**src/rtl/traffic_pkg.sv**
```systemverilog
// Shared types and constants for the traffic-light phase controller.
package traffic_pkg;

  typedef enum logic [1:0] {
    GREEN  = 2'd0,
    YELLOW = 2'd1,
    RED    = 2'd2,
    FLASH  = 2'd3
  } phase_t;

  // Bit positions shared by the one-hot counter load and the lamp vector
  localparam int pGREEN_IDX  = 0;
  localparam int pYELLOW_IDX = 1;
  localparam int pRED_IDX    = 2;

  localparam logic [2:0] LOAD_NONE   = 3'b000;
  localparam logic [2:0] LOAD_GREEN  = 3'b001;
  localparam logic [2:0] LOAD_YELLOW = 3'b010;
  localparam logic [2:0] LOAD_RED    = 3'b100;

  localparam logic [2:0] LAMP_OFF    = 3'b000;
  localparam logic [2:0] LAMP_GREEN  = 3'b001;
  localparam logic [2:0] LAMP_YELLOW = 3'b010;
  localparam logic [2:0] LAMP_RED    = 3'b100;

  // Lamp drive {red, yellow, green} for a given phase; FLASH shows yellow only when flash is set
  function automatic logic [2:0] lamp_code(input phase_t s, input logic flash);
    logic [2:0] code;
    code = LAMP_OFF;
    case (s)
      GREEN:   code = LAMP_GREEN;
      YELLOW:  code = LAMP_YELLOW;
      RED:     code = LAMP_RED;
      default: code[pYELLOW_IDX] = flash;
    endcase
    return code;
  endfunction

endpackage

```
**src/rtl/tick_prescaler.sv**
```systemverilog
// Free-running divider producing a one-cycle tick every pTICK_DIV clocks.
module tick_prescaler #(
  parameter int pTICK_DIV  = 50_000_000,
  parameter int pDIV_WIDTH = 26
) (
  input  logic clk,
  input  logic rst_n,
  output logic tick
);

  localparam logic [pDIV_WIDTH-1:0] DIV_LAST = pDIV_WIDTH'(pTICK_DIV - 1);

  logic [pDIV_WIDTH-1:0] div_cnt;

  // Count 0 .. pTICK_DIV-1 and wrap; synchronous clear on reset
  always_ff @(posedge clk) begin
    if (!rst_n)                div_cnt <= '0;
    else if (div_cnt == DIV_LAST) div_cnt <= '0;
    else                       div_cnt <= div_cnt + 1'b1;
  end

  assign tick = (div_cnt == DIV_LAST);

endmodule

```
**src/rtl/traffic_phase_ctrl.sv**
```systemverilog
// Phase sequencer for one approach: drives the down-counter's load/enable,
// reacts to its last flag, and adds a flashing-yellow night mode.
module traffic_phase_ctrl
  import traffic_pkg::*;
#(
  parameter int pTICK_DIV   = 50_000_000,
  parameter int pDIV_WIDTH  = 26,
  parameter int pINIT_WIDTH = 3
) (
  input  logic                   clk,
  input  logic                   rst_n,
  input  logic                   last,
  input  logic                   night_mode,
  output logic [pINIT_WIDTH-1:0] init,
  output logic                   en,
  output logic [2:0]             lights,
  output logic [1:0]             phase
);

  phase_t                 state_q, state_d;
  logic                   flash_q, flash_d;
  logic [pINIT_WIDTH-1:0] init_q, init_d;
  logic [2:0]             lights_q, lights_d;
  logic                   tick;

  tick_prescaler #(
    .pTICK_DIV (pTICK_DIV),
    .pDIV_WIDTH(pDIV_WIDTH)
  ) u_prescaler (
    .clk  (clk),
    .rst_n(rst_n),
    .tick (tick)
  );

  // State, load pulse and lamp registers; reset reloads the green count
  always_ff @(posedge clk) begin
    if (!rst_n) begin
      state_q  <= GREEN;
      flash_q  <= 1'b0;
      init_q   <= pINIT_WIDTH'(LOAD_GREEN);
      lights_q <= LAMP_GREEN;
    end else begin
      state_q  <= state_d;
      flash_q  <= flash_d;
      init_q   <= init_d;
      lights_q <= lights_d;
    end
  end

  // Next-state logic: only a tick can move the FSM; the load pulse defaults to idle
  always_comb begin
    state_d = state_q;
    flash_d = flash_q;
    init_d  = '0;
    if (tick) begin
      case (state_q)
        GREEN: if (last) begin
          state_d = YELLOW;
          init_d  = pINIT_WIDTH'(LOAD_YELLOW);
        end
        YELLOW: if (last) begin
          state_d = RED;
          init_d  = pINIT_WIDTH'(LOAD_RED);
        end
        RED: if (last) begin
          // Night requests are honoured only here so a running cycle always completes
          if (night_mode) begin
            state_d = FLASH;
            flash_d = 1'b1;
          end else begin
            state_d = GREEN;
            init_d  = pINIT_WIDTH'(LOAD_GREEN);
          end
        end
        default: begin
          if (night_mode) begin
            flash_d = ~flash_q;
          end else begin
            state_d = GREEN;
            flash_d = 1'b0;
            init_d  = pINIT_WIDTH'(LOAD_GREEN);
          end
        end
      endcase
    end
    lights_d = lamp_code(state_d, flash_d);
  end

  // The counter is frozen while flashing
  assign en     = tick & (state_q != FLASH);
  assign init   = init_q;
  assign lights = lights_q;
  assign phase  = state_q;

endmodule

```
**config.mk**
```make
export PLATFORM = sky130hd
export DESIGN_NAME = traffic_phase_ctrl
export DESIGN_NICKNAME = d
export VERILOG_FILES = /design/src/rtl/traffic_pkg.sv /design/src/rtl/tick_prescaler.sv /design/src/rtl/traffic_phase_ctrl.sv
export SDC_FILE = /design/constraint.sdc
export NUM_CORES = 1
export LEC_CHECK = 0
export CORE_MARGIN = 2
export CORE_UTILIZATION = 30
export DETAILED_ROUTE_END_ITERATION = 10
export GPL_TIMING_DRIVEN = 0
export PLACE_DENSITY = 0.45
export SLEW_MARGIN = 10
export SYNTH_ARGS = -nofsm -noshare
export SYNTH_HDL_FRONTEND = slang
export SYNTH_HIERARCHICAL = 1
export SYNTH_SLANG_ARGS = --single-unit
```
**constraint.sdc**
```tcl
create_clock -name clk -period 5.5 [get_ports clk]
set_clock_uncertainty 0.05 [all_clocks]
set_input_delay 1.65 -clock clk [delete_from_list [all_inputs] [get_ports clk]]
set_output_delay 1.65 -clock clk [all_outputs]
set_load 0.02 [all_outputs]
```
* Word level (Yosys, flattened, before mapping) *
Index checks and enable logic that the tools add are counted.

word-level totals
  bits in registers = 35
  bits of input ports = 4
  output and inout bits = 9
  logic and storage cells = 43

cells by class
  $add $sub $neg = 1
  equality and inequality tests = 6
  muxes and demuxes = 21
  bitwise operators = 3
  reduce and logical (&&, ||, !) cells = 6

operator list
  cell                     count
  $add A26 B1 Y26 const B  1
  $eq A26 B26 Y1 const B   1
  $mux W2                  7
  $mux W1                  9
  $pmux W3 S3              1
  $pmux W2 S3              1
  $reduce_or A2 Y1         3
  $eq A2 B1 Y1 const B     2
  $eq A2 B2 Y1 const B     2
  $logic_not A2 Y1         2
  $pmux W1 S2              2
  $mux W3                  1
  $ne A2 B2 Y1 const B     1
  $not A1 Y1               2
  $reduce_and A2 Y1        1
  $and A1 B1 Y1            1

* Depth between registers and ports, before layout *
  depth in word-level cells = 7
  mapped depth = 7
  depth with buffers taken out = 7

* Hierarchy *
The synthesis kept the hierarchy.

modules (own cells, without submodules)
  module              times used  cells an instance  area an instance (sq um)  sequential area each (sq um)
  tick_prescaler      1           142                1234.9                    520.5
  traffic_phase_ctrl  1           35                 382.9                     180.2

* Least setup slack after synthesis *
OpenSTA, ideal clock, no wires.

  path kind = flip-flop to output port
  start = register u_prescaler.div_cnt[0]
  end = output en
  arrival time = 1797 ps
  data required time = 3800 ps
  setup slack = 2003 ps
  cell stages (with the launch flop) = 6
  buffers on the path = 0
  path through = dfxtp_1 -> ha_1 -> and3_2 -> nand4_1 -> nor2_1 -> a21boi_0

between the ends
  cells in the longest elaborated chain, start to end = 2

RTL lines
  element                 line                      source
  start, declared         tick_prescaler.sv:13      logic [pDIV_WIDTH-1:0] div_cnt;
  start signal, assigned  tick_prescaler.sv:19      else div_cnt <= div_cnt + 1'b1;
  $eq A26 B26 Y1          tick_prescaler.sv:22      assign tick = (div_cnt == DIV_LAST);
  named net tick          traffic_phase_ctrl.sv:24  logic tick;
  $and A1 B1 Y1           traffic_phase_ctrl.sv:90  assign en = tick & (state_q != FLASH);
  end, declared           traffic_phase_ctrl.sv:15  output logic en,

The timed path passes the listed nets, and every way through them passes these cells.

* Worst setup path after layout *
  start = register u_prescaler.div_cnt[19]
  end = output en

The elaborated chain is that of the path after synthesis.

==> impl_metrics.xml <==
<?xml version="1.0" encoding="UTF-8"?>
<metrics>
  <group name="status">
    <metric name="status" unit="">complete, no violations</metric>
  </group>
  <group name="detailed_routing">
    <metric name="totalWireLength" unit="um">3665</metric>
    <metric name="vias" unit="">1338</metric>
    <metric name="drt_drc_violations_left" unit="">0</metric>
    <metric name="initialDrtViolationCount" unit="">99</metric>
    <metric name="routedWlPerCell" unit="um">13.78</metric>
    <metric name="detail_route.first_pass.iterations" unit="">4</metric>
    <metric name="vias_cell" unit="">5.030</metric>
    <metric name="route.antenna.remaining_nets" unit="">0</metric>
  </group>
  <group name="timing">
    <metric name="rsz_0062_raised_after_global_routing" unit="">false</metric>
    <metric name="max_clock_freq" unit="MHz">232.1</metric>
    <metric name="finalWorstSetupSlack" unit="ps">1191</metric>
    <metric name="worst-slew-pin-transition" unit="ps">515.2</metric>
    <metric name="min_period_over_period" unit="%">78.35</metric>
    <metric name="period_needed" unit="ps">4309</metric>
    <metric name="relSlewSlack" unit="%">65.52</metric>
    <metric name="finalSetupViolations" unit="">0</metric>
    <metric name="slew_viol_final" unit="">0</metric>
    <metric name="fin_tns_setup" unit="ps">0</metric>
    <metric name="timing.final.hold_violations" unit="">0</metric>
  </group>
  <group name="critical_path">
    <metric name="worst_ep_required" unit="ps">3800</metric>
    <metric name="critical_path.startpoint_type" unit="">flop</metric>
    <metric name="worstPathArrival" unit="ps">2610</metric>
    <metric name="type_of_destination_of_the_critical_path" unit="">output port</metric>
    <metric name="r2r_slack" unit="ps">3170</metric>
    <metric name="criticalPathCategory" unit="">reg -&gt; out</metric>
    <metric name="cp_max_fo" unit="">8</metric>
  </group>
  <group name="layout">
    <metric name="drive_gt1_share" unit="%">12.76</metric>
    <metric name="area.growth.synth_to_final" unit="%">18.25</metric>
    <metric name="design_area" unit="um2">1913</metric>
    <metric name="antenna_cells" unit="">0</metric>
    <metric name="finalNetCount" unit="">201</metric>
  </group>
  <group name="synthesis">
    <metric name="synth-main-ff-cell" unit="">dfxtp_1</metric>
    <metric name="synth_edf_count" unit="">0</metric>
    <metric name="synth.avg_cell_area" unit="um2">9.140</metric>
    <metric name="synth-warning-count" unit="">6</metric>
    <metric name="synthesis.nets" unit="">182</metric>
    <metric name="ys_ff_latch" unit="">35</metric>
    <metric name="mapped_cell_area" unit="um2">1618</metric>
    <metric name="async_flop_share" unit="%">0</metric>
    <metric name="synthDistinctLibCells" unit="">45</metric>
    <metric name="synth-seq-area-share" unit="%">43.31</metric>
    <metric name="syn_inst" unit="">177</metric>
  </group>
  <group name="clocking">
    <metric name="tritoncts_num_sinks" unit="">35</metric>
    <metric name="post_cts_resize_count" unit="">0</metric>
    <metric name="cts.hold.buffers_added" unit="">0</metric>
    <metric name="worstSkewPairLatency" unit="ps">290</metric>
    <metric name="root_buffer" unit="">clkbuf_8</metric>
    <metric name="cts_setup_buffers" unit="">0</metric>
    <metric name="cts-root-to-sink-buffers" unit="">2</metric>
    <metric name="htree_num_levels" unit="">2</metric>
    <metric name="tritoncts" unit="">done</metric>
    <metric name="path_clk_slew" unit="ps">70</metric>
    <metric name="cts_inserted_buffers" unit="">5</metric>
  </group>
  <group name="global_routing">
    <metric name="antenna_violations_before_repair" unit="">0</metric>
    <metric name="grtUsageTotal" unit="%">13.74</metric>
    <metric name="first_global_vias" unit="">1344</metric>
    <metric name="aggregate_global_routing_overflow" unit="">0</metric>
    <metric name="grt_start_max_net_pins" unit="">11</metric>
    <metric name="wire_length_of_the_first_global_routing_pass" unit="um">6513</metric>
  </group>
  <group name="die">
    <metric name="die_width" unit="um">77.44</metric>
    <metric name="die_area" unit="um2">5996</metric>
    <metric name="floorplan.core_area" unit="um2">5140</metric>
    <metric name="vertical_die_dimension" unit="um">77.44</metric>
    <metric name="rows" unit="">26</metric>
    <metric name="io_pins" unit="">13</metric>
    <metric name="start_util" unit="%">31.48</metric>
  </group>
  <group name="power_and_ir_drop">
    <metric name="powerDensity" unit="nW/um2">241.6</metric>
    <metric name="leakage" unit="nW">0.5883</metric>
    <metric name="worst_ir_drop_vdd" unit="uV">121.2</metric>
  </group>
  <group name="place">
    <metric name="placement.io_buffers" unit="">12</metric>
    <metric name="dp_hpwl" unit="um">2639</metric>
    <metric name="place_area" unit="um2">1826</metric>
    <metric name="gp_congestion" unit="">0.8206</metric>
    <metric name="pre_cts_slack" unit="ps">1507</metric>
  </group>
  <group name="job">
    <metric name="max_cap_viol_count" unit="">0</metric>
  </group>
  <group name="hold_path">
    <metric name="min-delay-path-class" unit="">reg -&gt; reg</metric>
  </group>
</metrics>
registers in the layout, indices dropped and copies added, names as in the netlist:
name and cells:
flash_q 1, init 3, lights 3, phase 2, u_prescaler/div_cnt 26
metrics by stage:
stage                     instances  hold WS, ps  util, %  power [mW]
after floorplan                 177        397.4        -      0.2714
after global placement          259        414.4    35.52      0.2786
after detailed placement        259        427.0    35.52      0.2789
after CTS                       266        444.8    37.22      0.4686
after global routing            266        459.4    37.22      0.4817
final                           266        442.1    37.22      0.4622
cells in the final DEF, fill, tap and decap left out, types with 3 or more instances in the layout:
| cell type | Yosys | layout |
|---|---|---|
| xnor2_1 | 10 | 10 |
| inv_1 | 5 | 5 |
| clkdlybuf4s50_1 | 0 | 12 |
| or3_1 | 5 | 5 |
| nand2_1 | 11 | 11 |
| or4_1 | 6 | 6 |
| clkbuf_1 | 3 | 3 |
| o21ai_0 | 6 | 6 |
| nand4_1 | 5 | 5 |
| xor2_1 | 3 | 3 |
| o31ai_1 | 6 | 6 |
| clkbuf_8 | 0 | 6 |
| nand3_1 | 9 | 9 |
| dfxtp_1 | 35 | 35 |
| nor4_1 | 4 | 4 |
| nor2_1 | 18 | 18 |
| a21oi_1 | 12 | 12 |
| or3_2 | 3 | 3 |
final cells by class:
class	instances	area [um2]
buffer	6	41.29
sequential	35	700.7
tap	70	87.58
clock buffer	6	82.58
clock inverter	1	5.005
inverter	5	18.77
fill	554	3227
multi-input combinational	131	857.1
timing repair buffer	12	120.1
cells by family (layout without fill, tap and decap cells):
logic type / count (synthesis) / after routing / share of synthesized area [%]
AO/OA/AOI/OAI: 34 / 34 / 13.38
XOR/XNOR: 13 / 13 / 7.038
adder cells (fa/ha/maj): 1 / 1 / 0.7733
buffers and inverters: 11 / 30 / 3.712
flip-flops: 35 / 35 / 43.31
AND/OR/NAND/NOR: 83 / 83 / 31.78
where the power goes:
part	switching (mW)	total, mW	internal [mW]
registers	0.00274	0.258	0.256
logic	0.00846	0.0146	0.00610
clock network	0.0911	0.189	0.0982
critical path: stages (launching register included):
cell and delay [ps]:
dfxtp_1 390, nor4bb_1 460, nand4_1 180, nor2_1 430
a21boi_0 230, clkdlybuf4s50_1 630
synth_stat cells, types with 3 or more instances:
library cell  instances  share of area [%]
a21oi_1              12                3.7
clkbuf_1              3               0.70
dfxtp_1              35                 43
inv_1                 5                1.2
nand2_1              11                2.6
nand3_1               9                2.8
nand4_1               5                1.9
nor2_1               18                4.2
nor4_1                4                1.5
o21ai_0               6                1.9
o31ai_1               6                2.8
or3_1                 5                1.9
or3_2                 3                1.4
or4_1                 6                2.8
xnor2_1              10                5.4
xor2_1                3                1.6
routing by layer:
layer | track usage [%] | wire [um]
met5 | 0 | 0
met4 | 6.429 | 63
met3 | 3.488 | 95
met2 | 22.70 | 1768
met1 | 16.71 | 1737
worst paths after layout:
check / end / cells past startpoint / start
worst max-delay path: en / 5 / u_prescaler/div_cnt[19]
worst max register to register: lights[0] / 6 / u_prescaler/div_cnt[19]
worst min-delay path: u_prescaler/div_cnt[0] / 1 / u_prescaler/div_cnt[0]
worst min register to register: u_prescaler/div_cnt[0] / 1 / u_prescaler/div_cnt[0]
(Power assumes the default switching activity.)
